[src/rtl/fir_pkg.sv]
// Shared definitions for the FIR accelerator front end: default sample
// geometry, the ingest state encoding and the Q-format saturating converter.
package fir_pkg;

    localparam int DEF_DATA_WIDTH = 16;
    localparam int DEF_Q_FORMAT   = 8;
    localparam int DEF_RAW_WIDTH  = 12;
    localparam int DEF_SCALE      = 1 << DEF_Q_FORMAT;

    localparam longint SAT_MAX = (longint'(1) <<< (DEF_DATA_WIDTH - 1)) - 1;
    localparam longint SAT_MIN = -(longint'(1) <<< (DEF_DATA_WIDTH - 1));

    typedef enum logic [1:0] {
        IDLE,
        PRIME,
        STREAM
    } ingest_state_t;

    typedef struct packed {
        logic signed [DEF_DATA_WIDTH-1:0] val;
        logic                             sat;
    } sat_t;

    // Sign-extend, scale to Q-format and clamp into the signed output range.
    function automatic sat_t sat_q(input logic signed [DEF_RAW_WIDTH-1:0] raw);
        longint wide;
        sat_t   res;
        wide = longint'(raw) <<< DEF_Q_FORMAT;
        if (wide > SAT_MAX) begin
            res.val = DEF_DATA_WIDTH'(SAT_MAX);
            res.sat = 1'b1;
        end else if (wide < SAT_MIN) begin
            res.val = DEF_DATA_WIDTH'(SAT_MIN);
            res.sat = 1'b1;
        end else begin
            res.val = DEF_DATA_WIDTH'(wide);
            res.sat = 1'b0;
        end
        return res;
    endfunction

endpackage

[src/rtl/fir_sample_ingest_if.sv]
// Sensor-in / sample-out handshake bundle of the ingest stage.
// master: the ingest block; slave: sensor source plus FIR consumer.
interface fir_sample_ingest_if
    import fir_pkg::*;
#(
    parameter int RAW_WIDTH  = DEF_RAW_WIDTH,
    parameter int DATA_WIDTH = DEF_DATA_WIDTH
);
    logic signed [RAW_WIDTH-1:0]  rawSensorVal;
    logic                         rawValid;
    logic signed [DATA_WIDTH-1:0] sampleOut;
    logic                         sampleValid;
    logic                         sampleReady;

    modport master (
        input  rawSensorVal,
        input  rawValid,
        input  sampleReady,
        output sampleOut,
        output sampleValid
    );

    modport slave (
        output rawSensorVal,
        output rawValid,
        output sampleReady,
        input  sampleOut,
        input  sampleValid
    );
endinterface

[src/rtl/fir_sync_fifo.sv]
// Show-ahead synchronous FIFO with occupancy count. flush wins over a
// same-cycle push or pop. DEPTH must be a power of two so pointers wrap freely.
module fir_sync_fifo #(
    parameter int WIDTH = 16,
    parameter int DEPTH = 4
) (
    input  logic                     clk,
    input  logic                     rst,
    input  logic                     flush,
    input  logic                     push,
    input  logic                     pop,
    input  logic [WIDTH-1:0]         wdata,
    output logic [WIDTH-1:0]         rdata,
    output logic [$clog2(DEPTH):0]   count,
    output logic                     full,
    output logic                     empty
);
    localparam int AW = $clog2(DEPTH);
    localparam int CW = AW + 1;

    logic [WIDTH-1:0] mem_q [DEPTH];
    logic [AW-1:0]    wr_ptr_q, wr_ptr_d;
    logic [AW-1:0]    rd_ptr_q, rd_ptr_d;
    logic [CW-1:0]    count_q, count_d;

    assign rdata = mem_q[rd_ptr_q];
    assign count = count_q;
    assign full  = (count_q == CW'(DEPTH));
    assign empty = (count_q == '0);

    // Next pointers and count; flush discards any same-cycle push/pop.
    always_comb begin
        wr_ptr_d = wr_ptr_q;
        rd_ptr_d = rd_ptr_q;
        count_d  = count_q;
        if (flush) begin
            wr_ptr_d = '0;
            rd_ptr_d = '0;
            count_d  = '0;
        end else begin
            if (push) wr_ptr_d = wr_ptr_q + AW'(1);
            if (pop)  rd_ptr_d = rd_ptr_q + AW'(1);
            case ({push, pop})
                2'b10:   count_d = count_q + CW'(1);
                2'b01:   count_d = count_q - CW'(1);
                default: count_d = count_q;
            endcase
        end
    end

    // Control state: pointers and occupancy.
    always_ff @(posedge clk or posedge rst) begin
        if (rst) begin
            wr_ptr_q <= '0;
            rd_ptr_q <= '0;
            count_q  <= '0;
        end else begin
            wr_ptr_q <= wr_ptr_d;
            rd_ptr_q <= rd_ptr_d;
            count_q  <= count_d;
        end
    end

    // Sample storage; data only, never reset.
    always_ff @(posedge clk) begin
        if (push && !flush) mem_q[wr_ptr_q] <= wdata;
    end
endmodule

[src/rtl/fir_sample_ingest.sv]
// Ingest stage of the FIR accelerator: converts raw sensor samples to
// saturated Q-format, buffers them, and streams them once the buffer is primed.
// Optional build macro INGEST_DROP_COUNT_EN adds the saturating dropCount port.
module fir_sample_ingest
    import fir_pkg::*;
#(
    parameter int DATA_WIDTH  = DEF_DATA_WIDTH,
    parameter int Q_FORMAT    = DEF_Q_FORMAT,
    parameter int RAW_WIDTH   = DEF_RAW_WIDTH,
    parameter int FIFO_DEPTH  = 4,
    parameter int PRIME_LEVEL = 2
) (
    input  logic                          clk,
    input  logic                          rst,
    input  logic                          accelerateEn,
    input  logic                          flush,
    fir_sample_ingest_if.master           bus,
    output logic [$clog2(FIFO_DEPTH):0]   fifoCount,
    output logic                          satEvent,
    output logic                          overflow
`ifdef INGEST_DROP_COUNT_EN
    ,
    output logic [7:0]                    dropCount
`endif
);
    localparam int CW = $clog2(FIFO_DEPTH) + 1;

    // The converter lives in the shared package at its default geometry.
    if (Q_FORMAT != DEF_Q_FORMAT || DATA_WIDTH != DEF_DATA_WIDTH ||
        RAW_WIDTH != DEF_RAW_WIDTH) begin : g_cfg_check
        $error("fir_sample_ingest: conversion geometry must match fir_pkg defaults");
    end

    ingest_state_t               state_q, state_d;
    logic                        overflow_q, overflow_d;
    logic                        sat_event_q, sat_event_d;
    logic signed [RAW_WIDTH-1:0] raw_in;
    sat_t                        conv;
    logic [DATA_WIDTH-1:0]       fifo_rdata;
    logic [CW-1:0]               fifo_count;
    logic                        fifo_full, fifo_empty;
    logic                        sample_valid, pop, ingest_on, push_ok, accept, drop;

    assign raw_in       = bus.rawSensorVal;
    assign conv         = sat_q(raw_in);
    assign sample_valid = (state_q == STREAM) && !fifo_empty;
    assign pop          = sample_valid && bus.sampleReady;
    assign ingest_on    = bus.rawValid && (state_q != IDLE);
    assign push_ok      = ingest_on && (!fifo_full || pop);
    assign accept       = push_ok && !flush;
    assign drop         = ingest_on && !push_ok && !flush;

    // Output is forced to zero when not valid so reset shows a clean bus.
    assign bus.sampleValid = sample_valid;
    assign bus.sampleOut   = sample_valid ? fifo_rdata : '0;
    assign fifoCount       = fifo_count;
    assign satEvent        = sat_event_q;
    assign overflow        = overflow_q;

    fir_sync_fifo #(
        .WIDTH (DATA_WIDTH),
        .DEPTH (FIFO_DEPTH)
    ) u_fifo (
        .clk   (clk),
        .rst   (rst),
        .flush (flush),
        .push  (push_ok),
        .pop   (pop),
        .wdata (conv.val),
        .rdata (fifo_rdata),
        .count (fifo_count),
        .full  (fifo_full),
        .empty (fifo_empty)
    );

    // Prime/stream sequencing; disable always wins, flush restarts priming.
    always_comb begin
        state_d = state_q;
        if (!accelerateEn) begin
            state_d = IDLE;
        end else if (flush) begin
            state_d = PRIME;
        end else begin
            case (state_q)
                IDLE:    state_d = PRIME;
                PRIME:   if (fifo_count >= CW'(PRIME_LEVEL)) state_d = STREAM;
                STREAM:  state_d = STREAM;
                default: state_d = IDLE;
            endcase
        end
    end

    // Sticky overflow and one-cycle saturation pulse.
    always_comb begin
        overflow_d  = overflow_q;
        sat_event_d = 1'b0;
        if (flush) begin
            overflow_d = 1'b0;
        end else begin
            if (drop)   overflow_d  = 1'b1;
            if (accept) sat_event_d = conv.sat;
        end
    end

    // State and flag registers.
    always_ff @(posedge clk or posedge rst) begin
        if (rst) begin
            state_q     <= IDLE;
            overflow_q  <= 1'b0;
            sat_event_q <= 1'b0;
        end else begin
            state_q     <= state_d;
            overflow_q  <= overflow_d;
            sat_event_q <= sat_event_d;
        end
    end

`ifdef INGEST_DROP_COUNT_EN
    logic [7:0] drop_cnt_q, drop_cnt_d;

    // Count dropped samples, holding at 255.
    always_comb begin
        drop_cnt_d = drop_cnt_q;
        if (flush)                          drop_cnt_d = '0;
        else if (drop && drop_cnt_q != 8'hFF) drop_cnt_d = drop_cnt_q + 8'd1;
    end

    // Drop counter register.
    always_ff @(posedge clk or posedge rst) begin
        if (rst) drop_cnt_q <= '0;
        else     drop_cnt_q <= drop_cnt_d;
    end

    assign dropCount = drop_cnt_q;
`endif
endmodule

[src/flat_wrapper.sv]
// flat-port wrapper written by rule: the top's interface ports become plain ports
module fir_sample_ingest_flat import fir_pkg::*;
#(
    parameter int DATA_WIDTH  = DEF_DATA_WIDTH,
    parameter int Q_FORMAT    = DEF_Q_FORMAT,
    parameter int RAW_WIDTH   = DEF_RAW_WIDTH,
    parameter int FIFO_DEPTH  = 4,
    parameter int PRIME_LEVEL = 2
)
  (clk, rst, accelerateEn, flush, fifoCount, satEvent, overflow, bus_rawSensorVal, bus_rawValid, bus_sampleReady, bus_sampleOut, bus_sampleValid);
  fir_sample_ingest_if #(.RAW_WIDTH(RAW_WIDTH), .DATA_WIDTH(DATA_WIDTH)) bus_i ();
  input  logic clk;
  input  logic rst;
  input  logic accelerateEn;
  input  logic flush;
  output logic [$clog2(FIFO_DEPTH):0] fifoCount;
  output logic satEvent;
  output logic overflow;
  input wire logic [$bits(bus_i.rawSensorVal)-1:0] bus_rawSensorVal;
  input wire logic [$bits(bus_i.rawValid)-1:0] bus_rawValid;
  input wire logic [$bits(bus_i.sampleReady)-1:0] bus_sampleReady;
  output wire logic [$bits(bus_i.sampleOut)-1:0] bus_sampleOut;
  output wire logic [$bits(bus_i.sampleValid)-1:0] bus_sampleValid;
  assign bus_i.rawSensorVal = bus_rawSensorVal;
  assign bus_i.rawValid = bus_rawValid;
  assign bus_i.sampleReady = bus_sampleReady;
  assign bus_sampleOut = bus_i.sampleOut;
  assign bus_sampleValid = bus_i.sampleValid;
  fir_sample_ingest #(.DATA_WIDTH(DATA_WIDTH), .Q_FORMAT(Q_FORMAT), .RAW_WIDTH(RAW_WIDTH), .FIFO_DEPTH(FIFO_DEPTH), .PRIME_LEVEL(PRIME_LEVEL)) u_core (.clk(clk), .rst(rst), .accelerateEn(accelerateEn), .flush(flush), .bus(bus_i), .fifoCount(fifoCount), .satEvent(satEvent), .overflow(overflow));
endmodule
[config.mk]
export PLATFORM = sky130hd
export DESIGN_NAME = fir_sample_ingest_flat
export DESIGN_NICKNAME = d
export VERILOG_FILES = /design/src/rtl/fir_pkg.sv /design/src/rtl/fir_sample_ingest_if.sv /design/src/rtl/fir_sync_fifo.sv /design/src/rtl/fir_sample_ingest.sv /design/src/flat_wrapper.sv
export SDC_FILE = /design/constraint.sdc
export NUM_CORES = 1
export LEC_CHECK = 0
export CAP_MARGIN = 20
export CORE_UTILIZATION = 52
export CTS_CLUSTER_DIAMETER = 60
export DETAILED_ROUTE_END_ITERATION = 10
export PLACE_DENSITY = 0.82
export SKIP_CTS_REPAIR_TIMING = 1
export SLEW_MARGIN = 20
export SYNTH_ARGS = -nofsm -noshare
export SYNTH_HDL_FRONTEND = slang
export SYNTH_SLANG_ARGS = --single-unit
[constraint.sdc]
create_clock -name clk -period 2.8 [get_ports clk]
set_input_delay 0.56 -clock clk [delete_from_list [all_inputs] [get_ports clk]]
set_output_delay 0.56 -clock clk [all_outputs]
set_load 0.02 [all_outputs]
Word-level counts from Yosys, hierarchy flattened
Memory sizes are Yosys's and may differ from the RTL's.
Cells that the tools add are included.
{ "word_totals": {"memories": 1, "register_bits": 11, "wordCells": 58, "ramBits": 64} }
{ "mem_list": {"columns": ["memory", "words", "word_bits", "read_ports", "rd_ports_with_merged_regs", "write_ports", "line_no", "text"], "rows": [
  ["u_core.u_fifo.mem_q", 4, 16, 1, 0, 1, "fir_sync_fifo.sv:21", "logic [WIDTH-1:0] mem_q [DEPTH];"]
]} }
{ "op_classes": {"muxes": 19, "eq_ne": 6, "magnitude_cmp": 3, "addsub": 4, "n_reduce_logical": 19} }
{ "op_table": {"columns": ["op", "count"], "rows": [
  ["2-to-1 mux 17 bit", 2],
  ["greater-than comparator 20 x 16 -> 1 bit, second input constant", 1],
  ["< comparator 20 x 16 -> 1 bit, second input constant", 1],
  ["2-to-1 mux 16 bit", 1],
  ["2-to-1 mux 2 bit", 7],
  ["nonzero test 2 bit", 4],
  ["logical AND 1 bit", 7],
  ["2-to-1 mux 1 bit", 6],
  ["case mux 2 bit (3 select lines)", 1],
  ["case mux 3 bit (2 select lines)", 1],
  ["adder 2 x 1 -> 2 bit, second input constant", 2],
  ["equality test 2 x 1 -> 1 bit, second input constant", 2],
  ["equality test 2 bit, second input constant", 2],
  ["zero test 1 bit", 4],
  ["!= test 4 x 3 -> 1 bit, second input constant", 1],
  ["adder 3 x 1 -> 3 bit, second input constant", 1],
  ["equality test 3 bit, second input constant", 1],
  ["greater-or-equal comparator 3 x 2 -> 1 bit, second input constant", 1],
  ["zero test 3 bit", 1],
  ["2-to-1 mux 3 bit", 1],
  ["nonzero test 3 bit", 1],
  ["subtractor 3 x 1 -> 3 bit, second input constant", 1],
  ["zero test 2 bit", 1],
  ["logical OR 1 bit", 1]
]} }

Logic depth before layout (Yosys ltp)
Gate-level depths: netlist (run 1).
{ "depth": {"word_depth": 11, "mapped_depth": 8} }

Hierarchy
From an unflattened synthesis (run 1), not the netlist that was laid out.
{ "hier_totals": {"cells_unflattened": 184, "area_unflattened_um2": 3253.1} }
{ "by_module_without_submodules": {"columns": ["mod", "cells_per_inst", "area_per_inst_um2", "seq_area_each_um2", "instances"], "rows": [
  ["fir_sync_fifo", 128, 2792.7, 2097.0, 1],
  ["fir_sample_ingest", 56, 460.4, 100.1, 1]
]} }

Least setup slack after synthesis (run 1)
No wires, ideal clock.
{ "synth_path": {"kind": "register to register", "from": "register u_core.u_fifo.count_q[2] (netlist: u_core.u_fifo.count[2])", "to": "register u_core.u_fifo.count_q[1] (netlist: u_core.u_fifo.count[1])", "setup_slack_ns": 0.460, "arrival_time_ns": 2.236, "n_path_buf": 1, "setup_ns": 0.104, "stages_incl_launch_ff": 9, "cell_sequence": "dfrtp_1 > buf_6 > or3_4 > nand3_1 > nor2_1 > fa_1 > a21oi_1 > or4b_1 > o311ai_1"} }
{ "synth_between": {"elab_chain_cells": 9} }
{ "synth_lines": {"columns": ["item", "line_no", "text"], "rows": [
  ["from (decl)", "fir_sync_fifo.sv:24", "logic [CW-1:0] count_q, count_d;"],
  ["from (signal assigned)", "fir_sync_fifo.sv:60", "count_q <= count_d;"],
  ["zero test 3 bit", "fir_sync_fifo.sv:29", "assign empty = (count_q == '0);"],
  ["zero test 1 bit", "fir_sample_ingest.sv:46", "assign sample_valid = (state_q == STREAM) && !fifo_empty;"],
  ["logical AND 1 bit", "fir_sample_ingest.sv:46", null],
  ["logical AND 1 bit", "fir_sample_ingest.sv:47", "assign pop = sample_valid && bus.sampleReady;"],
  ["logical OR 1 bit", "fir_sample_ingest.sv:49", "assign push_ok = ingest_on && (!fifo_full || pop);"],
  ["logical AND 1 bit", "fir_sample_ingest.sv:49", null],
  ["equality test 2 x 1 -> 1 bit / equality test 2 bit (equally long branches)", "fir_sync_fifo.sv:43", "case ({push, pop})"],
  ["case mux 3 bit (2 select lines)", "fir_sync_fifo.sv:43", null],
  ["2-to-1 mux 3 bit", "fir_sync_fifo.sv:36", "if (flush) begin"]
]} }
Parallel ways exist; a longest one is shown, timed or not.
A chain may end at the register's enable or synchronous reset.

Worst setup path after layout (run 1)
{ "layout_path": {"from": "register u_core.u_fifo.rd_ptr_q[0]", "to": "output bus_sampleOut[15]"} }
{ "layout_between": {"elab_chain_cells": 2} }
{ "layout_lines": {"columns": ["item", "line_no", "text"], "rows": [
  ["from (decl)", "fir_sync_fifo.sv:23", "logic [AW-1:0] rd_ptr_q, rd_ptr_d;"],
  ["from (signal assigned)", "fir_sync_fifo.sv:59", "rd_ptr_q <= rd_ptr_d;"],
  ["memory (4 x 16 bit)", null, null],
  ["2-to-1 mux 16 bit", "fir_sample_ingest.sv:55", "assign bus.sampleOut = sample_valid ? fifo_rdata : '0;"],
  ["to (decl)", "flat_wrapper.sv:22", "output wire logic [$bits(bus_i.sampleOut)-1:0] bus_sampleOut;"]
]} }
Every way passes these cells.

==> results.py, run 1 <==
metrics = {
    "placement": {
        "dpl.cell_count": 243,
        "io_buffers": 39,
        "post-dp-hpwl_um": 3200,
        "gp_congestion": 0.920,
        "place_ws_ns": 0.121,
        "post_dp_cell_area_mm2": 0.00271,
    },
    "power": {
        "p_int_uw": 1100,
        "sequentialPowerShare_pct": 56.3,
        "p_sw_uw": 287,
        "p_leak_uw": 0.00105,
        "comb_power_share_pct": 9.5,
        "swShare_pct": 20.7,
        "p_clk_share_pct": 34.2,
        "vdd_drop_max_mv": 0.395,
        "p_per_area_mw_per_mm2": 490,
    },
    "sta": {
        "setup_violations": 0,
        "hold_slack_ns": 0.514,
        "maxSlewHeadroom_pct": 70.8,
        "worst_pin_slew_ns": 0.438,
        "maxSlewViolCount": 0,
        "final_hold_viol_count": 0,
        "rsz0062_at_grt": "false",
        "clock_skew_ns": 0.00858,
        "fin_crit_ns": 2.73,
        "worst_slack_ns": 0.0750,
        "fmax_mhz": 367,
        "post-route-period-util_pct": 97.3,
    },
    "critical_path": {
        "critPathMaxFanout": 6,
        "criticalPathCategory": "reg -> out",
        "crit_path_max_incr_delay_ns": 0.54,
        "worstPathArrival_ns": 2.17,
        "start_kind": "flop",
        "cp.required_ns": 2.24,
        "r2r_cells": 7,
        "path_cells": "buf_4 > mux4_2 > and3_1 > clkdlybuf4s50_1",
        "worst_setup_path_end_kind": "output port",
        "critPathSlowestCell": "clkdlybuf4s50_1",
    },
    "yosys": {
        "netlist_area_mm2": 0.00226,
        "synth_cells": 157,
        "yosysSeqAreaShare_pct": 60.1,
        "synth-seq-cells": 47,
        "syn-num-nets": 183,
        "syn_area_per_cell_um2": 14.4,
        "yosysUniqueCellTypes": 36,
        "ys_warn_count": 0,
    },
    "cts": {
        "clock_latency_ns": 0.30,
        "cts_root_buffer": "clkbuf_8",
        "cts_made_buffers": 5,
        "cts_tree": "built",
        "htree_levels": 2,
        "clock-sinks": 47,
        "cts_buffer_depth": 2,
        "path_clk_slew_ns": 0.08,
    },
    "die": {
        "io_pins": 40,
        "start_util_pct": 55.2,
        "die_h_um": 67.9,
        "placement_rows": 23,
        "die_x_um": 67.9,
        "die_area_mm2": 0.00461,
        "core_area_mm2": 0.00409,
    },
    "drt": {
        "drcViolationCount": 0,
        "postRouteAntennaNets": 0,
        "avgViaCountPerCell": 5.66,
        "vias": 1420,
        "routed_wl_um": 4320,
        "first_pass_iters": 4,
        "drt_iter0_drc": 74,
        "wl_per_cell_um": 17.2,
    },
    "job": {
        "max_cap_violations": 0,
    },
    "finish": {
        "area_growth_pct": 24.9,
        "finalInstanceArea_mm2": 0.00282,
        "antenna_cells": 0,
        "drive_above_1_share_pct": 16.4,
        "layout_commonest_cell": "clkdlybuf4s50_1",
        "final_cell_mix": "clkdlybuf4s50_1 (39), edfxtp_1 (36), buf_4 (11)",
        "nets": 226,
        "fin_cells": 251,
    },
    "grt": {
        "grt.overflow.total": 0,
        "grt_max_degree": 15,
        "track_usage_pct": 21.6,
        "grt_pass1_wl_um": 6800,
        "grt_pass1_vias": 1428,
        "antenna_found_initial": 0,
    },
    "hold_path": {
        "worstHoldPathType": "reg -> reg",
        "holdPathStages": 2,
    },
    "run_status": {
        "status": "finished, final reports clean",
    },
}
power by group through the flow:
stage	Clock [µW]	Sequential (µW)	Combinational, µW
after floorplan	0	792	70.5
after global placement	0	791	123
after detailed placement	0	793	131
after CTS	478	778	131
after global routing	510	779	142
final	473	777	132
synthesized netlist by cell type, drive strengths merged:
cell | count | area (µm²)
or3 | 1 | 11.3
a31oi | 2 | 12.5
o211ai | 3 | 22.5
fa | 1 | 20.0
nand3 | 3 | 15.0
or4b | 2 | 20.0
mux2i | 4 | 40.0
and2 | 4 | 25.0
a21boi | 1 | 7.51
mux4 | 9 | 203
buf | 9 | 68.8
o21a | 8 | 60.1
or2 | 1 | 6.26
o311ai | 1 | 8.76
xnor2 | 3 | 26.3
edfxtp | 36 | 1080
and3b | 1 | 8.76
and3 | 9 | 56.3
nor4 | 1 | 6.26
nor2 | 9 | 33.8
nor3b | 2 | 15.0
or4 | 1 | 7.51
a41oi | 1 | 8.76
inv | 8 | 30.0
xor2 | 2 | 17.5
nand2 | 3 | 11.3
and2b | 1 | 7.51
nand2b | 1 | 6.26
nor2b | 1 | 6.26
ha | 7 | 87.6
a21oi | 4 | 20.0
dfrtp | 11 | 275
clkbuf | 5 | 18.8
nand4 | 2 | 12.5
final timing paths:
path / from / endpoint / slack (ns)
setup / recovery: u_core.u_fifo.rd_ptr_q[0]$_DFFE_PP0P_ / bus_sampleOut[15] / 0.07
hold / removal: u_core.overflow$_DFFE_PP0P_ / u_core.overflow$_DFFE_PP0P_ / 0.51
setup reg to reg: u_core.u_fifo.count[1]$_DFFE_PP0P_ / u_core.u_fifo.count[1]$_DFFE_PP0P_ / 0.25
hold reg to reg: u_core.overflow$_DFFE_PP0P_ / u_core.overflow$_DFFE_PP0P_ / 0.51
max in group asynchronous: rst / u_core.u_fifo.rd_ptr_q[1]$_DFFE_PP0P_ / 1.92
min in group asynchronous: rst / u_core.u_fifo.count[2]$_DFFE_PP0P_ / 0.56
registers in the layout (all words and copies together), names as in the netlist:
name                    flops
u_core.u_fifo.mem_q        36
u_core.u_fifo.count         3
u_core.state_q              2
u_core.u_fifo.rd_ptr_q      2
u_core.u_fifo.wr_ptr_q      2
u_core.overflow             1
u_core.satEvent             1
cells by family (layout without fill, tap and decap cells):
group / count (synthesis) / in the layout / synth area share, %
compound gates: 20 / 20 / 6.21
xor+xnor: 5 / 5 / 1.94
fa+ha+maj: 8 / 8 / 4.77
buf+inv: 22 / 66 / 5.21
flops: 47 / 47 / 60.1
mux: 13 / 13 / 10.8
simple gates: 42 / 42 / 11.0
routing by layer:
layer | vias up | routed length [µm] | global-route usage (%)
met3 | 11 | 244 | 6.67
met2 | 58 | 2360 | 37.7
met1 | 686 | 1620 | 24.4
met4 | 0 | 95 | 9.11
li1 | 665 | - | -
met5 | - | 0 | 0
area by class of cell:
class	instances	area, µm²
Clock buffer	5	68.8
Clock inverter	3	38.8
Fill cell	288	1270
Inverter	8	30.0
Multi-Input combinational cell	88	787
Sequential cell	47	1360
Tap cell	50	62.6
Timing Repair Buffer	50	473
stage by stage:
stage	setup TNS, ns	total power [µW]	utilization (%)
after detailed placement	0	924	66.2
after CTS	-0.428	1390	68.8
after floorplan	0	863	-
after global routing	0	1430	69.0
after global placement	0	914	66.2
final	0	1380	69.0
worst max-delay path, delay by kind of cell, from the launching register on:
family                 cells  cell delay [ns]
buffers and inverters      2             0.74
multiplexers               1             0.49
flip-flops                 1             0.44
AND/OR/NAND/NOR            1             0.20
Note: power is estimated with default switching activity, not from simulation.
==> inputs of run 2 (changes only) <==
Settings changed: SETUP_SLACK_MARGIN from default to 0.02.
==> run 2 against run 1 <==
Against the previous run: non-clock buffer count did not move; critical endpoint is now bus_sampleOut[6]; core utilization is 0.43 points higher; final cell count did not move; highest routed layer unchanged; via count down 0.21%; clock-buffer cell count is the same; sequential power hardly changed; largest power group unchanged; global-route usage unchanged.
==> results.py, run 2 (synthesized netlist as in run 1, its figures left out) <==
metrics = {
    "critical_path": {
        "reg2reg_from": "u_core.u_fifo.count[1]$_DFFE_PP0P_",
        "critPathMaxFanout": 13,
        "worstPathArrival_ns": 2.13,
        "criticalPathCategory": "reg -> out",
        "cp.required_ns": 2.24,
        "r2r_slack_ns": 0.25,
        "worst_setup_path_end_kind": "output port",
        "r2r_cells": 7,
        "reg2reg_to": "u_core.u_fifo.count[1]$_DFFE_PP0P_",
        "start_kind": "flop",
    },
    "power": {
        "p_int_uw": 1100,
        "swShare_pct": 20.7,
        "p_per_area_mw_per_mm2": 487,
        "vdd_drop_max_mv": 0.396,
        "p_sw_uw": 285,
        "p_clk_share_pct": 34.1,
        "sequentialPowerShare_pct": 56.3,
        "comb_power_share_pct": 9.5,
        "p_leak_uw": 0.00118,
        "totalPowerFinal_uw": 1380,
    },
    "cts": {
        "path_clk_slew_ns": 0.08,
        "cts_tree": "built",
        "cts_buffer_depth": 2,
        "clock_latency_ns": 0.30,
        "clock-sinks": 47,
        "cts_made_buffers": 5,
        "cts_root_buffer": "clkbuf_8",
        "htree_levels": 2,
    },
    "hold_path": {
        "hp-start": "u_core.overflow$_DFFE_PP0P_",
        "worstHoldPathType": "reg -> reg",
        "min_to": "u_core.overflow$_DFFE_PP0P_",
        "holdPathStages": 2,
    },
    "finish": {
        "largest_reg_flops": 36,
        "multi_input_area_um2": 787,
        "final_cell_mix": "edfxtp_1 (36), clkdlybuf4s50_1 (32), buf_4 (11)",
        "drive_above_1_share_pct": 16.4,
        "fillerInstances": 282,
        "antenna_cells": 0,
        "top_register": "u_core.u_fifo.mem_q",
        "nets": 226,
        "layout_commonest_cell": "edfxtp_1",
        "finalInstanceArea_mm2": 0.00284,
        "fin_cells": 251,
        "area_growth_pct": 25.7,
        "regArea_mm2": 0.00136,
    },
    "grt": {
        "track_usage_pct": 21.6,
        "antenna_found_initial": 0,
        "grt_max_degree": 15,
        "grt.overflow.total": 0,
        "grt_pass1_wl_um": 6800,
        "grt_pass1_vias": 1428,
    },
    "sta": {
        "maxSlewViolCount": 0,
        "maxSlewHeadroom_pct": 70.9,
        "worst_pin_slew_ns": 0.436,
        "tns_ns": 0,
        "final_hold_viol_count": 0,
        "clock_skew_ns": 0.00631,
        "fin_crit_ns": 2.69,
        "fmax_mhz": 372,
        "post-route-period-util_pct": 96.0,
        "setup_violations": 0,
        "rsz0062_at_grt": "true",
        "worst_slack_ns": 0.112,
    },
    "placement": {
        "gp_congestion": 0.920,
        "post_dp_cell_area_mm2": 0.00271,
        "io_buffers": 39,
        "post-dp-hpwl_um": 3200,
        "place_ws_ns": 0.121,
        "dpl.cell_count": 243,
    },
    "die": {
        "die_h_um": 67.9,
        "placement_rows": 23,
        "start_util_pct": 55.2,
        "die_x_um": 67.9,
        "io_pins": 40,
        "die_area_mm2": 0.00461,
        "core_area_mm2": 0.00409,
    },
    "job": {
        "max_cap_violations": 0,
    },
    "drt": {
        "first_pass_iters": 4,
        "wl_per_cell_um": 17.3,
        "drt_iter0_drc": 49,
        "avgViaCountPerCell": 5.65,
        "vias": 1417,
        "routed_wl_um": 4340,
        "drcViolationCount": 0,
        "postRouteAntennaNets": 0,
    },
    "run_status": {
        "status": "finished, final reports clean",
    },
}
## run 2: cell types whose count changed in the layout (fill, tap and decap cells not counted), sizes merged
cell,change
clkdlybuf4s50,-7
dlymetal6s2s,+7
## run 2: power by group through the flow
stage,registers (µW),clock network (µW),logic (µW)
after floorplan,792,0,70.5
after global placement,791,0,123
after detailed placement,793,0,131
after CTS,778,478,131
after global routing,779,510,142
final,777,471,132
## run 2: worst max-delay path: stages, from the launching register on
cell,delay [ns]
dfrtp_1,0.49
or3_4,0.51
and3_2,0.27
clkdlybuf4s50_1,0.55
## run 2: stage by stage
stage | hold slack [ns] | utilization (%)
6_report | 0.514 | 69.4
5_1_grt | 0.587 | 69.4
4_1_cts | 0.526 | 68.8
3_5_place_dp | 0.509 | 66.2
3_3_place_gp | 0.494 | 66.2
2_1_floorplan | 0.412 | -
## run 2: cell type report
type | instances | area share (%)
inverter | 8 | 1.06
clock inverter | 3 | 1.37
timing repair buffer | 50 | 17.3
tap | 50 | 2.21
clock buffer | 5 | 2.43
sequential | 47 | 47.9
multi-input combinational | 88 | 27.7
## run 2: per-layer routing
layer,track usage (%),wire length [µm]
met5,0,0
met2,37.7,2330
met3,6.67,225
met4,9.11,110
met1,24.4,1680
## run 2: worst max-delay path by stage
stage / slack (ns) / endpoint / startpoint
after global placement: 0.29 / u_core.u_fifo.count[1]$_DFFE_PP0P_ / bus_rawValid
after detailed placement: 0.12 / u_core.u_fifo.count[1]$_DFFE_PP0P_ / bus_rawValid
after floorplan: 0.46 / u_core.u_fifo.count[1]$_DFFE_PP0P_ / u_core.u_fifo.count[2]$_DFFE_PP0P_
final: 0.11 / bus_sampleOut[6] / u_core.u_fifo.count[1]$_DFFE_PP0P_
after global routing: 0.02 / bus_sampleOut[6] / u_core.u_fifo.count[1]$_DFFE_PP0P_
after CTS: -0.05 / bus_sampleOut[6] / u_core.state_q[0]$_DFFE_PP0P_
==> patch, RTL diff (settings of run 1) <==
Put a register stage on the output `fifoCount`, without a reset. The value now appears one clock later. The other outputs are not delayed to match.
--- a/src/rtl/fir_sample_ingest.sv
+++ b/src/rtl/fir_sample_ingest.sv
@@ -53,7 +53,9 @@
     // Output is forced to zero when not valid so reset shows a clean bus.
     assign bus.sampleValid = sample_valid;
     assign bus.sampleOut   = sample_valid ? fifo_rdata : '0;
-    assign fifoCount       = fifo_count;
+    always_ff @(posedge clk) begin
+        fifoCount <= fifo_count;
+    end
     assign satEvent        = sat_event_q;
     assign overflow        = overflow_q;
 
Check against the original RTL: not equivalent (a bounded check fails within 4 cycles, from zero or initial values and one cycle with rst high).
==> patch against run 1 <==
  * Sequential cell count increased by 3
  * Via count grew 2.2%
  * Design area grew 3.0%
  * Area after synthesis grew 2.5%
  * Register-to-register slack gained 0.14 ns
  * Power increased by 1.5%
  * Critical endpoint unchanged
  * Maximum frequency shrank 0.32%
  * Wire length is 0.76% lower
  * Worst setup slack lost 0.0087 ns
  * First-iteration DRC count fell by 6.8%
==> patch: results (changes against run 1) <==
** Cells and area
- The final-layout non-clock buffer area share is 0.174 (+0.00636).
- Clock buf/inv share :: 0.0328 (-0.00541)
- The post-layout net count came to 231 (+2.2%).
- The share of cell area taken by flip-flops and latches is 0.488 (+0.00634).
- Fraction of standard cell area in multi-input logic :: 0.273 (-0.00634)
- Area taken by multi-input logic gates :: 792 sq um (+0.64%)
- The fraction of layout instances using a drive strength above 1 came to 0.150 (-0.0137).
- The number of multi-input combinational cells was 90 (+2.3%).

** Run status
- Run status :: completed

** Routing
- Drt first-iter violations :: 69 (-6.8%)
- The total vias in the final route was 1,451 (+2.2%).
- Post-Route WL :: 4290 um (-0.76%)

** Global routing
- The largest net degree at the start of global routing was 16 (+1).
- Number of global-route vias before repair :: 1,408 (-1.4%)
- The global-route total usage across every layer is 0.207 (-0.00960).
- The wire length of the first global-routing pass was 6670 um (-1.8%).

** Worst setup path
- Worst r2r dst :: u_core.u_fifo.count[2]
- The largest fanout on the critical path came to 7 (+1).
- Start of the worst register-to-register path :: u_core.state_q[0]

** Synth
- Post-synthesis cell type count :: 38 (+5.6%)
- The number of register bits inferred by synthesis came to 50 (+6.4%).
- Ranked by instance count, the synthesized netlist is headed by sky130_fd_sc_hd__edfxtp_1 (36), sky130_fd_sc_hd__nor2_1 (12), sky130_fd_sc_hd__dfrtp_1 (11).
- Net count after synthesis :: 189 (+3.3%)
- Sequential-to-total area share from yosys stat :: 0.612 (+0.0110)
- Mean Syn Cell Area :: 14.2 sq um (-1.2%)

** Timing
- Clock Skew :: 0.00193 ns (-0.00665 ns)
- Worst max-slew margin expressed relative to the limit :: 0.665 (-0.0426)
- The minimum hold slack was 0.517 ns (+0.00334 ns).

** Power and ir drop
- The cell leakage power was 1.23 nW (+17%).
- The internal cell power is 1.08 mW (-1.0%).
- Max rail drop VDD :: 330 uV (-16%)
- Clock power frac :: 0.308 (-0.034)
- The power drawn by the clock network came to 432 uW (-8.7%).
- The portion of total power attributed to sequential cells was 0.588 (+0.025).

** Placement
- Gp weighted congestion :: 0.801 (-13%)
- Half-perimeter wire length after placement :: 3000 um (-6.4%)
- The instance area after placement was 2770 sq um (+2.5%).
- The pre-CTS setup slack was 0.0603 ns (-0.0609 ns).
- The number of placed instances, taps included came to 248 (+2.1%).

** Die
- Die extent in x :: 68.7 um (+1.2%)
-- patch: cell types whose count changed after synthesis, moves of 3 or more --
cell / change
sky130_fd_sc_hd__buf_2: +5
sky130_fd_sc_hd__nand2_1: +3
sky130_fd_sc_hd__and3_1: -9
sky130_fd_sc_hd__clkbuf_1: -3
sky130_fd_sc_hd__and2b_1: +9
sky130_fd_sc_hd__a21oi_1: -3
sky130_fd_sc_hd__nor2_1: +3
sky130_fd_sc_hd__dfxtp_1: +3
-- patch: kinds of logic after synthesis --
kind of cell	Yosys count	share of synthesized area
fa+ha+maj	8	0.0465
simple gates	44	0.103
compound gates	22	0.0703
xor+xnor	4	0.0151
flops	50	0.612
mux	12	0.101
buf+inv	23	0.0519
-- patch: metal layers --
layer  global-route usage  part of all wire
met5                    0                 0
met4               0.0791             0.014
met3               0.0526             0.074
met2                0.346              0.52
met1                0.259              0.40
